**src/rtl/fetch_queue_pkg.sv**
```systemverilog
// cpu_pkg: constants and types shared by the fetch queue, its predecoder and
// (later) the decode stage.
//   PC_WIDTH / INSTR_WIDTH : datapath widths
//   *_LSB                  : RISC-V base-format field positions
//   END_OF_TRACE           : instruction word that ends the fetched trace
//   fq_entry_t             : one queued {pc, instr} pair
package cpu_pkg;
   localparam int PC_WIDTH    = 12;
   localparam int INSTR_WIDTH = 32;

   localparam int OPCODE_LSB = 0;
   localparam int RD_LSB     = 7;
   localparam int FUNCT3_LSB = 12;
   localparam int RS1_LSB    = 15;
   localparam int RS2_LSB    = 20;
   localparam int FUNCT7_LSB = 25;

   localparam logic [INSTR_WIDTH-1:0] END_OF_TRACE = 32'h0000_0000;

   typedef struct packed {
      logic [PC_WIDTH-1:0]    pc;
      logic [INSTR_WIDTH-1:0] instr;
   } fq_entry_t;
endpackage

```
**src/rtl/fetch_queue_if.sv**
```systemverilog
// fetch_queue_if: fetch-side push handshake, decode-side pop handshake with
// predecoded head fields, and queue status.
//   master : the fetch/decode environment (drives in_*, out_ready)
//   slave  : the queue itself
interface fetch_queue_if #(parameter int DEPTH = 4);
   import cpu_pkg::*;
   localparam int CW = $clog2(DEPTH) + 1;

   logic                   in_valid;
   logic                   in_ready;
   logic [PC_WIDTH-1:0]    in_pc;
   logic [INSTR_WIDTH-1:0] in_instr;

   logic                   out_valid;
   logic                   out_ready;
   logic [PC_WIDTH-1:0]    out_pc;
   logic [INSTR_WIDTH-1:0] out_instr;
   logic [6:0]             out_opcode;
   logic [4:0]             out_rd;
   logic [2:0]             out_funct3;
   logic [4:0]             out_rs1;
   logic [4:0]             out_rs2;
   logic [6:0]             out_funct7;

   logic [CW-1:0]          count;
   logic                   halted;

   modport master (
      output in_valid, in_pc, in_instr, out_ready,
      input  in_ready, out_valid, out_pc, out_instr, out_opcode, out_rd,
             out_funct3, out_rs1, out_rs2, out_funct7, count, halted
   );

   modport slave (
      input  in_valid, in_pc, in_instr, out_ready,
      output in_ready, out_valid, out_pc, out_instr, out_opcode, out_rd,
             out_funct3, out_rs1, out_rs2, out_funct7, count, halted
   );
endinterface

```
**src/rtl/instr_predecode.sv**
```systemverilog
// instr_predecode: purely combinational split of one RISC-V instruction
// into its base-format fields. Shared between the fetch queue head and decode.
//   instr  : instruction word
//   opcode, rd, funct3, rs1, rs2, funct7 : extracted fields
module instr_predecode
   import cpu_pkg::*;
(
   input  logic [INSTR_WIDTH-1:0] instr,
   output logic [6:0]             opcode,
   output logic [4:0]             rd,
   output logic [2:0]             funct3,
   output logic [4:0]             rs1,
   output logic [4:0]             rs2,
   output logic [6:0]             funct7
);
   assign opcode = instr[OPCODE_LSB +: 7];
   assign rd     = instr[RD_LSB     +: 5];
   assign funct3 = instr[FUNCT3_LSB +: 3];
   assign rs1    = instr[RS1_LSB    +: 5];
   assign rs2    = instr[RS2_LSB    +: 5];
   assign funct7 = instr[FUNCT7_LSB +: 7];
endmodule

```
**src/rtl/fetch_queue.sv**
```systemverilog
// fetch_queue: circular buffer of {pc, instr} between fetch and decode.
//   clk, rst_n : clock, async active-low reset (clears storage too)
//   flush      : synchronous clear of entries and halted; beats push/pop
//   bus        : slave side of fetch_queue_if (push, pop, head fields, status)
// An all-zero instruction word is never stored; pushing it latches halted,
// which blocks further pushes while already-queued entries drain.
module fetch_queue
   import cpu_pkg::*;
#(
   parameter int DEPTH = 4
) (
   input  logic         clk,
   input  logic         rst_n,
   input  logic         flush,
   fetch_queue_if.slave bus
);
   localparam int PW = $clog2(DEPTH);
   localparam int CW = PW + 1;

   fq_entry_t     mem [DEPTH];
   logic [PW-1:0] rd_ptr, wr_ptr;
   logic [CW-1:0] count_q;
   logic          halted_q;

   logic push, pop, eot, store;
   fq_entry_t head;

   // Ready is purely registered so fetch can use it without a comb loop.
   assign bus.in_ready  = (count_q != CW'(DEPTH)) && !halted_q;
   assign bus.out_valid = (count_q != '0);
   assign bus.count     = count_q;
   assign bus.halted    = halted_q;

   assign push  = bus.in_valid && bus.in_ready && !flush;
   assign pop   = bus.out_valid && bus.out_ready && !flush;
   assign eot   = (bus.in_instr == END_OF_TRACE);
   assign store = push && !eot;

   always_ff @(posedge clk or negedge rst_n) begin
      if (!rst_n) begin
         rd_ptr   <= '0;
         wr_ptr   <= '0;
         count_q  <= '0;
         halted_q <= 1'b0;
      end else if (flush) begin
         rd_ptr   <= '0;
         wr_ptr   <= '0;
         count_q  <= '0;
         halted_q <= 1'b0;
      end else begin
         // Pointers wrap for free: DEPTH is a power of two.
         if (store) wr_ptr <= wr_ptr + 1'b1;
         if (pop)   rd_ptr <= rd_ptr + 1'b1;
         count_q <= count_q + {{(CW-1){1'b0}}, store} - {{(CW-1){1'b0}}, pop};
         if (push && eot) halted_q <= 1'b1;
      end
   end

   // Storage is reset so the head fields read as zero straight out of reset.
   always_ff @(posedge clk or negedge rst_n) begin
      if (!rst_n) begin
         for (int i = 0; i < DEPTH; i++) mem[i] <= '0;
      end else if (store) begin
         mem[wr_ptr] <= '{pc: bus.in_pc, instr: bus.in_instr};
      end
   end

   assign head          = mem[rd_ptr];
   assign bus.out_pc    = head.pc;
   assign bus.out_instr = head.instr;

   instr_predecode u_predecode (
      .instr  (head.instr),
      .opcode (bus.out_opcode),
      .rd     (bus.out_rd),
      .funct3 (bus.out_funct3),
      .rs1    (bus.out_rs1),
      .rs2    (bus.out_rs2),
      .funct7 (bus.out_funct7)
   );
endmodule

```
**src/flat_wrapper.sv**
```systemverilog
// flat-port wrapper written by rule: the top's interface ports become plain ports
module fetch_queue_flat import cpu_pkg::*;
#(
   parameter int DEPTH = 4
)
  (clk, rst_n, flush, bus_in_valid, bus_in_pc, bus_in_instr, bus_out_ready, bus_in_ready, bus_out_valid, bus_out_pc, bus_out_instr, bus_out_opcode, bus_out_rd, bus_out_funct3, bus_out_rs1, bus_out_rs2, bus_out_funct7, bus_count, bus_halted);
  fetch_queue_if #(.DEPTH(DEPTH)) bus_i ();
  input  logic clk;
  input  logic rst_n;
  input  logic flush;
  input wire logic [$bits(bus_i.in_valid)-1:0] bus_in_valid;
  input wire logic [$bits(bus_i.in_pc)-1:0] bus_in_pc;
  input wire logic [$bits(bus_i.in_instr)-1:0] bus_in_instr;
  input wire logic [$bits(bus_i.out_ready)-1:0] bus_out_ready;
  output wire logic [$bits(bus_i.in_ready)-1:0] bus_in_ready;
  output wire logic [$bits(bus_i.out_valid)-1:0] bus_out_valid;
  output wire logic [$bits(bus_i.out_pc)-1:0] bus_out_pc;
  output wire logic [$bits(bus_i.out_instr)-1:0] bus_out_instr;
  output wire logic [$bits(bus_i.out_opcode)-1:0] bus_out_opcode;
  output wire logic [$bits(bus_i.out_rd)-1:0] bus_out_rd;
  output wire logic [$bits(bus_i.out_funct3)-1:0] bus_out_funct3;
  output wire logic [$bits(bus_i.out_rs1)-1:0] bus_out_rs1;
  output wire logic [$bits(bus_i.out_rs2)-1:0] bus_out_rs2;
  output wire logic [$bits(bus_i.out_funct7)-1:0] bus_out_funct7;
  output wire logic [$bits(bus_i.count)-1:0] bus_count;
  output wire logic [$bits(bus_i.halted)-1:0] bus_halted;
  assign bus_i.in_valid = bus_in_valid;
  assign bus_i.in_pc = bus_in_pc;
  assign bus_i.in_instr = bus_in_instr;
  assign bus_i.out_ready = bus_out_ready;
  assign bus_in_ready = bus_i.in_ready;
  assign bus_out_valid = bus_i.out_valid;
  assign bus_out_pc = bus_i.out_pc;
  assign bus_out_instr = bus_i.out_instr;
  assign bus_out_opcode = bus_i.out_opcode;
  assign bus_out_rd = bus_i.out_rd;
  assign bus_out_funct3 = bus_i.out_funct3;
  assign bus_out_rs1 = bus_i.out_rs1;
  assign bus_out_rs2 = bus_i.out_rs2;
  assign bus_out_funct7 = bus_i.out_funct7;
  assign bus_count = bus_i.count;
  assign bus_halted = bus_i.halted;
  fetch_queue #(.DEPTH(DEPTH)) u_core (.clk(clk), .rst_n(rst_n), .flush(flush), .bus(bus_i));
endmodule
```
**config.mk**
```make
export PLATFORM = sky130hd
export DESIGN_NAME = fetch_queue_flat
export DESIGN_NICKNAME = d
export VERILOG_FILES = /design/src/rtl/fetch_queue_pkg.sv /design/src/rtl/fetch_queue_if.sv /design/src/rtl/instr_predecode.sv /design/src/rtl/fetch_queue.sv /design/src/flat_wrapper.sv
export SDC_FILE = /design/constraint.sdc
export NUM_CORES = 1
export LEC_CHECK = 0
export ABC_AREA = 1
export ABC_CLOCK_PERIOD_IN_PS = 5600
export CAP_MARGIN = 25
export CORE_ASPECT_RATIO = 1.1
export CORE_UTILIZATION = 60
export CTS_CLUSTER_DIAMETER = 50
export DETAILED_ROUTE_END_ITERATION = 8
export PLACE_DENSITY = 0.86
export REMOVE_ABC_BUFFERS = 1
export SLEW_MARGIN = 20
export SYNTH_ARGS = -nofsm -noshare
export SYNTH_HDL_FRONTEND = slang
export SYNTH_SLANG_ARGS = --single-unit
export TNS_END_PERCENT = 10
```
**constraint.sdc**
```tcl
create_clock -name clk -period 5.6 [get_ports clk]
set_clock_uncertainty 0.15 [all_clocks]
set_input_delay 0.84 -clock clk [delete_from_list [all_inputs] [get_ports clk]]
set_output_delay 0.84 -clock clk [all_outputs]
set_load 0.005 [all_outputs]
```
### After elaboration in Yosys (flattened, before gate mapping)

Index checks and enable logic that the tools add are counted.
Widths: inputs -> output; s select.

* logic and storage cells: 51
* register bits after elaboration: 184

* $lt $le $gt $ge: 3
* multiplexer cells: 13
* add/sub/neg operators: 4
* reduce and logical (&&, ||, !) cells: 16
* bitwise logic cells: 2
* equal/unequal tests: 1

Operators by type and width (count)
* $bwmux 176: 1
* $mux 44: 3
* $bmux 44 s2: 1
* $demux 44 s2: 1
* $logic_not 32->1: 1
* $logic_and 1x1->1: 8
* $mux 2: 4
* $ge 3x3->1 const B: 2
* $not 2->3: 2
* $reduce_bool 2->1: 3
* $add 2x1->2 const B: 2
* $add 3x1->3: 1
* $logic_not 1->1: 3
* $lt 3x1->1 const B: 1
* $mux 3: 1
* $ne 3x3->1 const B: 1
* $reduce_bool 3->1: 1
* $sub 3x1->3: 1
* $mux 1: 2

### Logic depth before layout (Yosys ltp)

* depth after elaboration: 8
* mapped depth: 14
* depth with buffers taken out: 13

### Hierarchy

A second synthesis with hierarchy kept.

* cell total of the unflattened synthesis: 1162
* area total of the unflattened synthesis: 9340.2 um^2

Modules (own cells, without submodules)
* fetch_queue: times used 1, sequential area each 4604.4 um^2, area an instance 9100.0 um^2, cells each 1130
* instr_predecode: times used 1, sequential area each 0.0 um^2, area an instance 240.2 um^2, cells each 32

### Worst setup path before layout

Ideal clock, no wire load.

* path kind: in2reg
* start point: input port flush
* end point: register u_core.count_q[2], in the netlist u_core.bus.count[2]
* slack: 2.909 ns
* required time: 5.326 ns
* cell stages on the path: 12
* data arrival time: 2.416 ns
* path buffers: 2
* cells stage by stage: inv_2 > nand2_1 > nor2_4 > buf_4 > buf_2 > nand2_1 > inv_1 > ha_1 > inv_1 > fa_1 > o21ai_0 > a21oi_1

* word-level cells in the longest chain between the ends: 6
* elaborated cells between the ends (all ways): 7

RTL lines
* start: declaration: line flat_wrapper.sv:10 `input logic flush;`
* $logic_not 1->1: line fetch_queue.sv:34, fetch_queue.sv:35
* $logic_and 1x1->1: line fetch_queue.sv:34 `assign push = bus.in_valid && bus.in_ready && !flush;`
* $logic_and 1x1->1: line fetch_queue.sv:37 `assign store = push && !eot;`
* $add 3x1->3: line fetch_queue.sv:54 `count_q <= count_q + {{(CW-1){1'b0}}, store} - {{(CW-1){1'b0}}, pop};`
* $sub 3x1->3: line fetch_queue.sv:54
* $mux 3 (*): line fetch_queue.sv:45 `end else if (flush) begin`
* end signal: assignment: line fetch_queue.sv:54
* end: declaration: line fetch_queue.sv:22 `logic [CW-1:0] count_q;`

Mark *: on every way between the ends. The rest lies on a longest branch, timed or not.
A chain may end at the register's enable or synchronous reset.

### Worst setup path after layout

* start point: register u_core.rd_ptr[1]
* end point: output port bus_out_instr[25]

* word-level cells in the longest chain between the ends: 4

RTL lines
* start: declaration: line fetch_queue.sv:21 `logic [PW-1:0] rd_ptr, wr_ptr;`
* start signal: assignment: line fetch_queue.sv:53 `if (pop) rd_ptr <= rd_ptr + 1'b1;`
* $not 2->3 (not written as such): line fetch_queue.sv:68 `assign head = mem[rd_ptr];`
* $bmux 44 s2: line fetch_queue.sv:68
* $mux 44 (not written as such) (2 in a row): line fetch_queue.sv:68
* end: declaration: line flat_wrapper.sv:18 `output wire logic [$bits(bus_i.out_instr)-1:0] bus_out_instr;`

No other way between the ends. The select of a mux whose other input is x is not followed.

==> run metrics <==
status complete, no violations; commonest non-fill, non-tap cell in the layout nand2_1; vias in the first global route 8254; register bit total from synthesis 184; Cell Area, Placed 10300 µm²; Synth area leader dfrtp_1; CP required 4610 ps; clock share of power 0.195; H-tree Lvls 4; clock sinks 184; die extent in y 133 µm; setup bufs post-CTS 0; leakage 5.41 nW; Final Max Tran Viols 0; unique cell type count in the Yosys netlist 23; Final WS setup 1600 ps; final worst path period share 0.715; share of the synthesized area in the top cell type 0.492; worst-skew pair later-pin latency 440 ps; maximum VDD drop 303 µV; vias per inst 6.26; DRT antenna net count 0; Max Freq 250 MHz; max cap viols 0; Initial Util 0.619; Gate Count Post-Synth 1163; RSZ-0062 raised after global routing false; critical path arrival 3010 ps; share of cells above drive strength 1 0.0505; P_sw 0.00209 W; CP max stage delay 710 ps; startpoint types flop; antenna violations before repair 0; FP Rows 47; GRT Total Usage 0.332; Mean Syn Cell Area 8.04 µm²; Crit Path Class reg2out; cells along the critical path buf_4 -> inv_1 -> buf_4 -> o21ai_0 -> o22ai_1 -> clkdlybuf4s50_1; Final nets 1250; setup TNS 0 ps; synth top area cells dfrtp_1, nand2_1, nand4_1; crit path max-delay cell type dfrtp_1; switching portion of total power 0.354; first-pass GRT wire length 41800 µm; gpl congestion 0.780; DIE AREA 16100 µm²; Hold Buf Count CTS 0; I/O pin count 131; core area 15100 µm²; Ys Warns 0; # setup viols final 0; Worst Hold Launch u_core.mem[62]; Post-Syn Area 9360 µm²; most frequent cells in the layout nand2_1, dfrtp_1, nand4_1; Pre-Repair DR Iteration Count 5; headroom to the max-slew limit 0.357; Hold Crit Class reg2reg; Most common cell on crit path buf_4; via count 8778; Critical Path Start u_core.rd_ptr[1]; Remaining Overflow, GRT 0; Critical Path End Type output pin; Detail Placement HPWL 13700 µm; fin crit period 4000 ps; Avg WL per Cell 18.3 µm; worst-case clock buffer depth 2; sequential power share 0.389; Clock Tree Root clkbuf_16; post-route cell area 10900 µm²; Num CTS Buffers 17; Power Density 542 nW/µm²; WL final 25600 µm; Die X 121 µm; drt drc 0; CP max FO 25; largest net degree at the start of global routing 90; Int Pwr 0.00382 W; PortBufs 130; Clock transition at path regs 70 ps; logic gate share of total power 0.416; area grow syn2layout 16.4%; CTS tree done; initial DRC count 1178; register area share after synthesis 0.492; Fin. Hold Viols 0; post-place setup slack 1510 ps; Worst Tran Pin Value 964 ps; PostCTS Resize Cnt 0; ANT cells 0; Reg-to-Reg Start u_core.bus.count[1]
-- cells in the mapped netlist, drive strengths merged --
library cell and instances:
nand4 177, nor2 108, o21ai 91, nand2 373
clkinv 1, a21oi 3, xor2 1, inv 27
fa 1, clkbuf 42, nand3 10, and2 2
o22ai 44, buf 93, ha 6, dfrtp 184
-- cells by family after synthesis --
| group | Yosys count | synth area share |
|---|---|---|
| flops | 184 | 0.492 |
| simple gates | 670 | 0.324 |
| fa+ha+maj | 7 | 0.0102 |
| xor+xnor | 1 | 0.000936 |
| compound gates | 138 | 0.0797 |
| buf+inv | 163 | 0.0928 |
-- through the flow --
step	hold WS, ps	cells	power [W]	util
floorplan	287	1028	0.00337	-
global placement	298	1369	0.00461	0.680
detailed placement	303	1371	0.00473	0.683
CTS	319	1403	0.00589	0.720
global route	335	1403	0.00629	0.720
finish	317	1403	0.00591	0.720
-- registers in the layout, summed over array words and instances, names as in the netlist --
register and flops:
u_core.bus.count 3, u_core.wr_ptr 2, u_core.rd_ptr 2, u_core.bus.halted 1
u_core.mem 176
-- power by group through the flow --
| stage | registers, W | logic (W) | clock network (W) |
|---|---|---|---|
| 2_1_floorplan | 0.00224 | 0.00113 | 0 |
| 3_3_place_gp | 0.00226 | 0.00235 | 0 |
| 3_5_place_dp | 0.00229 | 0.00244 | 0 |
| 4_1_cts | 0.00228 | 0.00246 | 0.00116 |
| 5_1_grt | 0.00236 | 0.00272 | 0.00121 |
| 6_report | 0.00230 | 0.00246 | 0.00115 |
-- critical path, delay by kind of cell, from the launching register on --
kind | cells | cell delay (ps)
AO/OA/AOI/OAI | 2 | 470
flip-flops | 1 | 710
buffers and inverters | 4 | 1400
-- final cells by class --
class | count | area [µm²]
sequential | 184 | 4610
fill | 1160 | 4230
multi-input combinational | 816 | 3900
timing repair buffer | 147 | 1470
clock buffer | 23 | 488
tap | 196 | 245
inverter | 28 | 105
clock inverter | 9 | 72.6
-- path summary, 6_finish.rpt --
path / to / slack, ps / depth (start not counted)
max in group asynchronous: u_core.mem[16] / 3760 / 2
worst max-delay path: bus_out_instr[25] / 1600 / 6
worst min-delay path: u_core.mem[62] / 320 / 2
worst max register to register: u_core.mem[89] / 2770 / 8
min in group asynchronous: u_core.mem[38] / 330 / 1
worst min register to register: u_core.mem[62] / 320 / 2
-- metal layers --
layer	track usage	vias up	wire length [µm]	share of wire
met3	0.0651	59	2300	0.090
met2	0.502	497	12300	0.48
met1	0.467	4241	10400	0.41
li1	-	3981	-	-
met5	0	-	0	0
met4	0.144	0	645	0.025
Note: power is estimated with default switching activity, not from simulation.
